===== config.mk =====
export PLATFORM = sky130hd
export DESIGN_NAME = afifo_rd_arbiter
export DESIGN_NICKNAME = d
export VERILOG_FILES = /design/src/rtl/afifo_rd_arbiter.sv
export SDC_FILE = /design/constraint.sdc
export NUM_CORES = 1
export LEC_CHECK = 0
export BUFFER_PORTS_ARGS = -buffer_cell sky130_fd_sc_hd__buf_2
export CORE_AREA = 2 2 42 44
export CTS_CLUSTER_SIZE = 28
export DETAILED_ROUTE_END_ITERATION = 10
export DIE_AREA = 0 0 44 46
export PLACE_DENSITY = 0.84
export SETUP_SLACK_MARGIN = 0.2
export SLEW_MARGIN = 20
export SYNTH_ARGS = -nofsm -noshare
export SYNTH_HDL_FRONTEND = slang
export SYNTH_SLANG_ARGS = --single-unit
export TNS_END_PERCENT = 1

===== constraint.sdc =====
create_clock -name RDclk -period 2.3 [get_ports RDclk]
set_clock_uncertainty 0.1 [all_clocks]
set_input_delay 0.46 -clock RDclk [delete_from_list [all_inputs] [get_ports RDclk]]
set_output_delay 0.46 -clock RDclk [all_outputs]
set_load 0.01 [all_outputs]

===== src/rtl/afifo_rd_arbiter.sv =====
// ============================================================================
//  Module      : afifo_rd_arbiter
//  Description : Round-robin read arbiter that shares one async-FIFO read port
//                among several clients. It issues RDreq on behalf of the owner
//                and steers the returned word back with a one-hot dvalid.
//                Optional burst mode (macro AFIFO_ARB_BURST_EN) keeps a grant
//                for up to BurstLen accepted reads. Without the macro, each
//                grant moves at most one word.
//  Revision    : 1.0  initial release
// ============================================================================
`default_nettype none

module afifo_rd_arbiter #(
    parameter int Requesters = 4,
    parameter int DataWidth  = 8,
    parameter int BurstLen   = 4
) (
    input  logic                  RDclk,
    input  logic                  reset,
    input  logic [Requesters-1:0] req,
    input  logic                  FIFOempty,
    input  logic                  RDen,
    input  logic [DataWidth-1:0]  RDdata,
    output logic                  RDreq,
    output logic [Requesters-1:0] grant,
    output logic [DataWidth-1:0]  dout,
    output logic [Requesters-1:0] dvalid
);

    localparam int                IW     = $clog2(Requesters);
    localparam logic [IW:0]       C_NREQ = (IW+1)'(Requesters);
    localparam logic [IW-1:0]     C_LAST = IW'(Requesters - 1);

    localparam logic [0:0] IDLE  = 1'b0;
    localparam logic [0:0] GRANT = 1'b1;

    // Out-of-range configurations are rejected at elaboration.
    if (Requesters < 2 || Requesters > 8 || BurstLen < 1 || BurstLen > 15) begin : g_param_check
        $error("afifo_rd_arbiter: Requesters must be 2..8 and BurstLen 1..15");
    end

    logic [0:0]            state_q, state_d;
    logic [IW-1:0]         rr_q, rr_d;
    logic [IW-1:0]         owner_q, owner_d;
    logic [IW-1:0]         tag_q, tag_d;
    logic [Requesters-1:0] grant_q, grant_d;
    logic                  pend_q, pend_d;

    logic                  w_found;
    logic [IW-1:0]         w_pick;
    logic [IW:0]           w_sum;
    logic                  w_release;
    logic                  w_leave;

`ifdef AFIFO_ARB_BURST_EN
    logic [3:0]            cnt_q, cnt_d;

    // The grant ends once the BurstLen-th read of this grant is accepted.
    assign w_release = RDen && ((cnt_q + 4'd1) == 4'(BurstLen));

    // Burst counter is held at zero while idle, so every grant starts fresh.
    always_comb begin
        cnt_d = cnt_q;
        if (state_q == IDLE) begin
            cnt_d = 4'd0;
        end else if (RDen) begin
            cnt_d = cnt_q + 4'd1;
        end
    end

    // Burst counter register.
    always_ff @(posedge RDclk or negedge reset) begin
        if (!reset) begin
            cnt_q <= 4'd0;
        end else begin
            cnt_q <= cnt_d;
        end
    end
`else
    // Single-word grants: the first accepted read ends the grant.
    assign w_release = RDen;
`endif

    // Leave GRANT on release, when the owner withdraws, or when the FIFO ran
    // dry and no read was accepted this cycle.
    assign w_leave = w_release || !req[owner_q] || (FIFOempty && !RDen);

    // RDreq is also masked by FIFOempty so a read is never issued on empty.
    assign RDreq  = (state_q == GRANT) && req[owner_q] && !FIFOempty;
    assign grant  = grant_q;
    assign dout   = RDdata;

    // Pick the first requester at or after rr; scanning from the far end
    // lets the nearest hit overwrite the others.
    always_comb begin
        w_found = 1'b0;
        w_pick  = '0;
        w_sum   = '0;
        for (int k = Requesters - 1; k >= 0; k--) begin
            w_sum = {1'b0, rr_q} + (IW+1)'(k);
            if (w_sum >= C_NREQ) begin
                w_sum = w_sum - C_NREQ;
            end
            if (req[w_sum[IW-1:0]]) begin
                w_found = 1'b1;
                w_pick  = w_sum[IW-1:0];
            end
        end
    end

    // Arbitration FSM and return-path tagging.
    always_comb begin
        state_d = state_q;
        rr_d    = rr_q;
        owner_d = owner_q;
        grant_d = grant_q;
        pend_d  = RDen;
        tag_d   = RDen ? owner_q : tag_q;
        case (state_q)
            IDLE: begin
                grant_d = '0;
                if (w_found && !FIFOempty) begin
                    state_d         = GRANT;
                    owner_d         = w_pick;
                    grant_d[w_pick] = 1'b1;
                end
            end
            GRANT: begin
                if (w_leave) begin
                    state_d = IDLE;
                    grant_d = '0;
                    rr_d    = (owner_q == C_LAST) ? '0 : owner_q + IW'(1);
                end
            end
            default: begin
                state_d = IDLE;
                grant_d = '0;
            end
        endcase
    end

    // State registers; reset drops grant and any pending return at once.
    always_ff @(posedge RDclk or negedge reset) begin
        if (!reset) begin
            state_q <= IDLE;
            rr_q    <= '0;
            owner_q <= '0;
            tag_q   <= '0;
            grant_q <= '0;
            pend_q  <= 1'b0;
        end else begin
            state_q <= state_d;
            rr_q    <= rr_d;
            owner_q <= owner_d;
            tag_q   <= tag_d;
            grant_q <= grant_d;
            pend_q  <= pend_d;
        end
    end

    // Returned word is flagged for the client that owned the read.
    always_comb begin
        dvalid = '0;
        if (pend_q) begin
            dvalid[tag_q] = 1'b1;
        end
    end

endmodule

`default_nettype wire


==> results.ini <==
[power_and_ir_drop]
ir_drop_v = 0.000405
cellLeakagePower_nw = 0.381
powerDensity_mw_per_mm2 = 1020

[finish]
design.final.nets = 96
final_layout_size_suffix_gt1_frac = 0.321
antenna-diode-count = 0
area_delta_synth_final_pct = 12.8
finalNonFillerCells = 95
final.fill_count = 158
multi_input_comb_area_um2 = 327
final_common_cell = buf_2
most-common-layout-cells = 16 x buf_2, 12 x dfrtp_1, 8 x nor2_1
seq_area_um2 = 300
finish.utilization = 0.480

[clocking]
cts_setup_buffers = 0
clk_transition_reported_paths_ns = 0.07
tritoncts = built
htree_levels = 1
worst_skew_pair.late_latency_ns = 0.27
clock_tree.buffer_depth = 2
cts-buffers-inserted = 3
tritoncts_num_sinks = 12
root_buffer = clkbuf_4

[logic_synthesis]
netlist-cell-type-count = 27
synth.net_count = 82
share_of_synthesized_area_occupied_by_flip_flops_and_latches = 0.437
syn-cell-area_um2 = 687
syn_area_per_cell_um2 = 10.6
synth_seq_cells = 12
netlist_instances = 65
yosys_warnings = 0

[setup_path]
critical_path_cell_count = 4
critPathCaptureType = output port
crit_end = RDreq
worst-endpoint-required_ns = 1.74
cp_slowest_stage_delay_ns = 0.46
critical_path.slowest_cell = dfrtp_1
r2r_cells = 4
reg2reg_to = rr_q[0]$_DFFE_PN0P_
crit_chain = mux2_4 > nor2_1 > a211oi_1 > buf_2
biggest_fanout_along_the_worst_timing_path = 5
worstSetupStartpointType = flop
r2r_slack_ns = 0.66
worstPathArrival_ns = 1.41
worst_r2r_startpoint = owner_q[1]$_DFFE_PN0P_
worst-path-buf-inv = 1
timing.critical_path.from = owner_q[1]$_DFFE_PN0P_
critical-path-top-delay-family = flip-flops
criticalPathCategory = reg2out

[placement]
numPlacedInstances = 90
routabilityCongestion = 0.750
dp.final_hpwl_um = 987
place.port_buffers = 16

[sta]
final.setup.tns_ns = 0
report.final.slew_viol_count = 0
finalCritPeriodShare = 0.858
worst_slew_pin_slew_ns = 0.477
fmax_mhz = 507
finalCriticalPeriod_ns = 1.97
timing.hold.ws_ns = 0.264
worst_slew_margin_rel = 0.681
setup_viol = 0
grt_setup_unrepaired = no
hold_viol_final = 0

[flow_run]
cap_violations = 0

[global_route]
grt_pass1_vias = 498
grt_first_pass_wirelength_mm = 2.17
congestion_overflow_gr = 0
grt_max_degree = 13
antenna_found_initial = 0
globalRouteTotalUtil = 0.148

[route]
first_pass_iters = 4
post_drt_wl_per_cell_um = 13.8
overall_via_count_from_detail_route = 545
residual_drc_count = 0
detail_route.wirelength_mm = 1.32
avgViaCountPerCell = 5.74
detail_route.iter0.violations = 11
antenna_violating_nets_post_route = 0

[worst_hold_path]
hold_path.startpoint = RDen
hold_path_class = in2reg

[floorplanning]
floorplan.die.width_um = 44
start_util = 0.426
die-area_mm2 = 0.00202
io_pins = 33
placement_rows = 15
placeableCoreArea_mm2 = 0.00161
dieHeight_um = 46

[run_status]
result_of_the_run = finished, final reports clean

flip-flops by register name, indices dropped and copies added (netlist names):
name	flops
rr_q	2
grant	4
state_q	1
owner_q	2
pend_q	1
tag_q	2
layout make-up:
class                   instances  area share
flip-flops and latches         12       0.388
multi-input cells              45       0.422
well taps                      17      0.0275
clock buffers                   4      0.0468
repair buffers                 17       0.116
cells in the mapped netlist (all sizes together):
| master | instances | area, um2 |
|---|---|---|
| nand2 | 4 | 15.0 |
| buf | 8 | 60.1 |
| o32ai | 1 | 8.76 |
| o21ai | 3 | 18.8 |
| o21bai | 1 | 7.51 |
| mux2i | 1 | 10.0 |
| a21oi | 1 | 5.00 |
| a2bb2oi | 1 | 15.0 |
| nor3 | 1 | 5.00 |
| nor2 | 8 | 30.0 |
| o2bb2ai | 2 | 17.5 |
| a211oi | 1 | 7.51 |
| ha | 1 | 12.5 |
| mux2 | 5 | 60.1 |
| and3b | 1 | 8.76 |
| o32a | 1 | 10.0 |
| dfrtp | 12 | 300 |
| nor3b | 1 | 7.51 |
| nand2b | 3 | 18.8 |
| nor2b | 3 | 18.8 |
| and3 | 1 | 6.26 |
| a22o | 2 | 17.5 |
| a211o | 1 | 8.76 |
| nor4b | 2 | 17.5 |
worst reg2reg max path: cells and delay by family (launching register included):
| family | cells | cell delay, ns |
|---|---|---|
| flip-flops | 1 | 0.46 |
| multiplexers | 2 | 0.64 |
| AO/OA/AOI/OAI | 2 | 0.33 |
worst min path at each step:
stage,end,cells past startpoint
CTS,pend_q$_DFF_PN0_,1
global route,pend_q$_DFF_PN0_,1
floorplan,grant[0]$_DFFE_PN0P_,0
global placement,state_q$_DFF_PN0_,1
detailed placement,state_q$_DFF_PN0_,1
finish,pend_q$_DFF_PN0_,1
layer usage:
metal	up-vias	routed length (um)	GRT usage
met1	257	605	0.188
met3	0	135	0.0675
met5	-	0	0
met2	31	574	0.229
li1	257	-	-
met4	0	0	0.0364
cell families after synthesis:
| family | after synthesis | synth area share |
|---|---|---|
| fa+ha+maj | 1 | 0.0182 |
| buf+inv | 8 | 0.0874 |
| simple gates | 24 | 0.186 |
| compound gates | 14 | 0.169 |
| flops | 12 | 0.437 |
| mux | 6 | 0.102 |
per-stage QoR:
| step | power, W | cell area (um2) | setup slack, ns |
|---|---|---|---|
| 2_1_floorplan | 0.000546 | 687 | 0.721 |
| 4_1_cts | 0.000794 | 774 | 0.340 |
| 3_3_place_gp | 0.000609 | 728 | 0.598 |
| 6_report | 0.000789 | 774 | 0.327 |
| 3_5_place_dp | 0.000624 | 728 | 0.571 |
| 5_1_grt | 0.000849 | 774 | 0.230 |
where the power goes:
part           leakage [nW]  internal, W  switching, W  total (W)
Combinational         0.208     0.000137      0.000128   0.000265
Sequential            0.152     0.000277     0.0000814   0.000359
Clock                0.0210    0.0000961     0.0000691   0.000165
what timing repair did:
action	in CTS	in global routing
hold endpoints to repair	12	0
resized for setup	0	0
hold buffers	1	0
endpoints found under the setup margin	0	0
(Power assumes the default switching activity.)
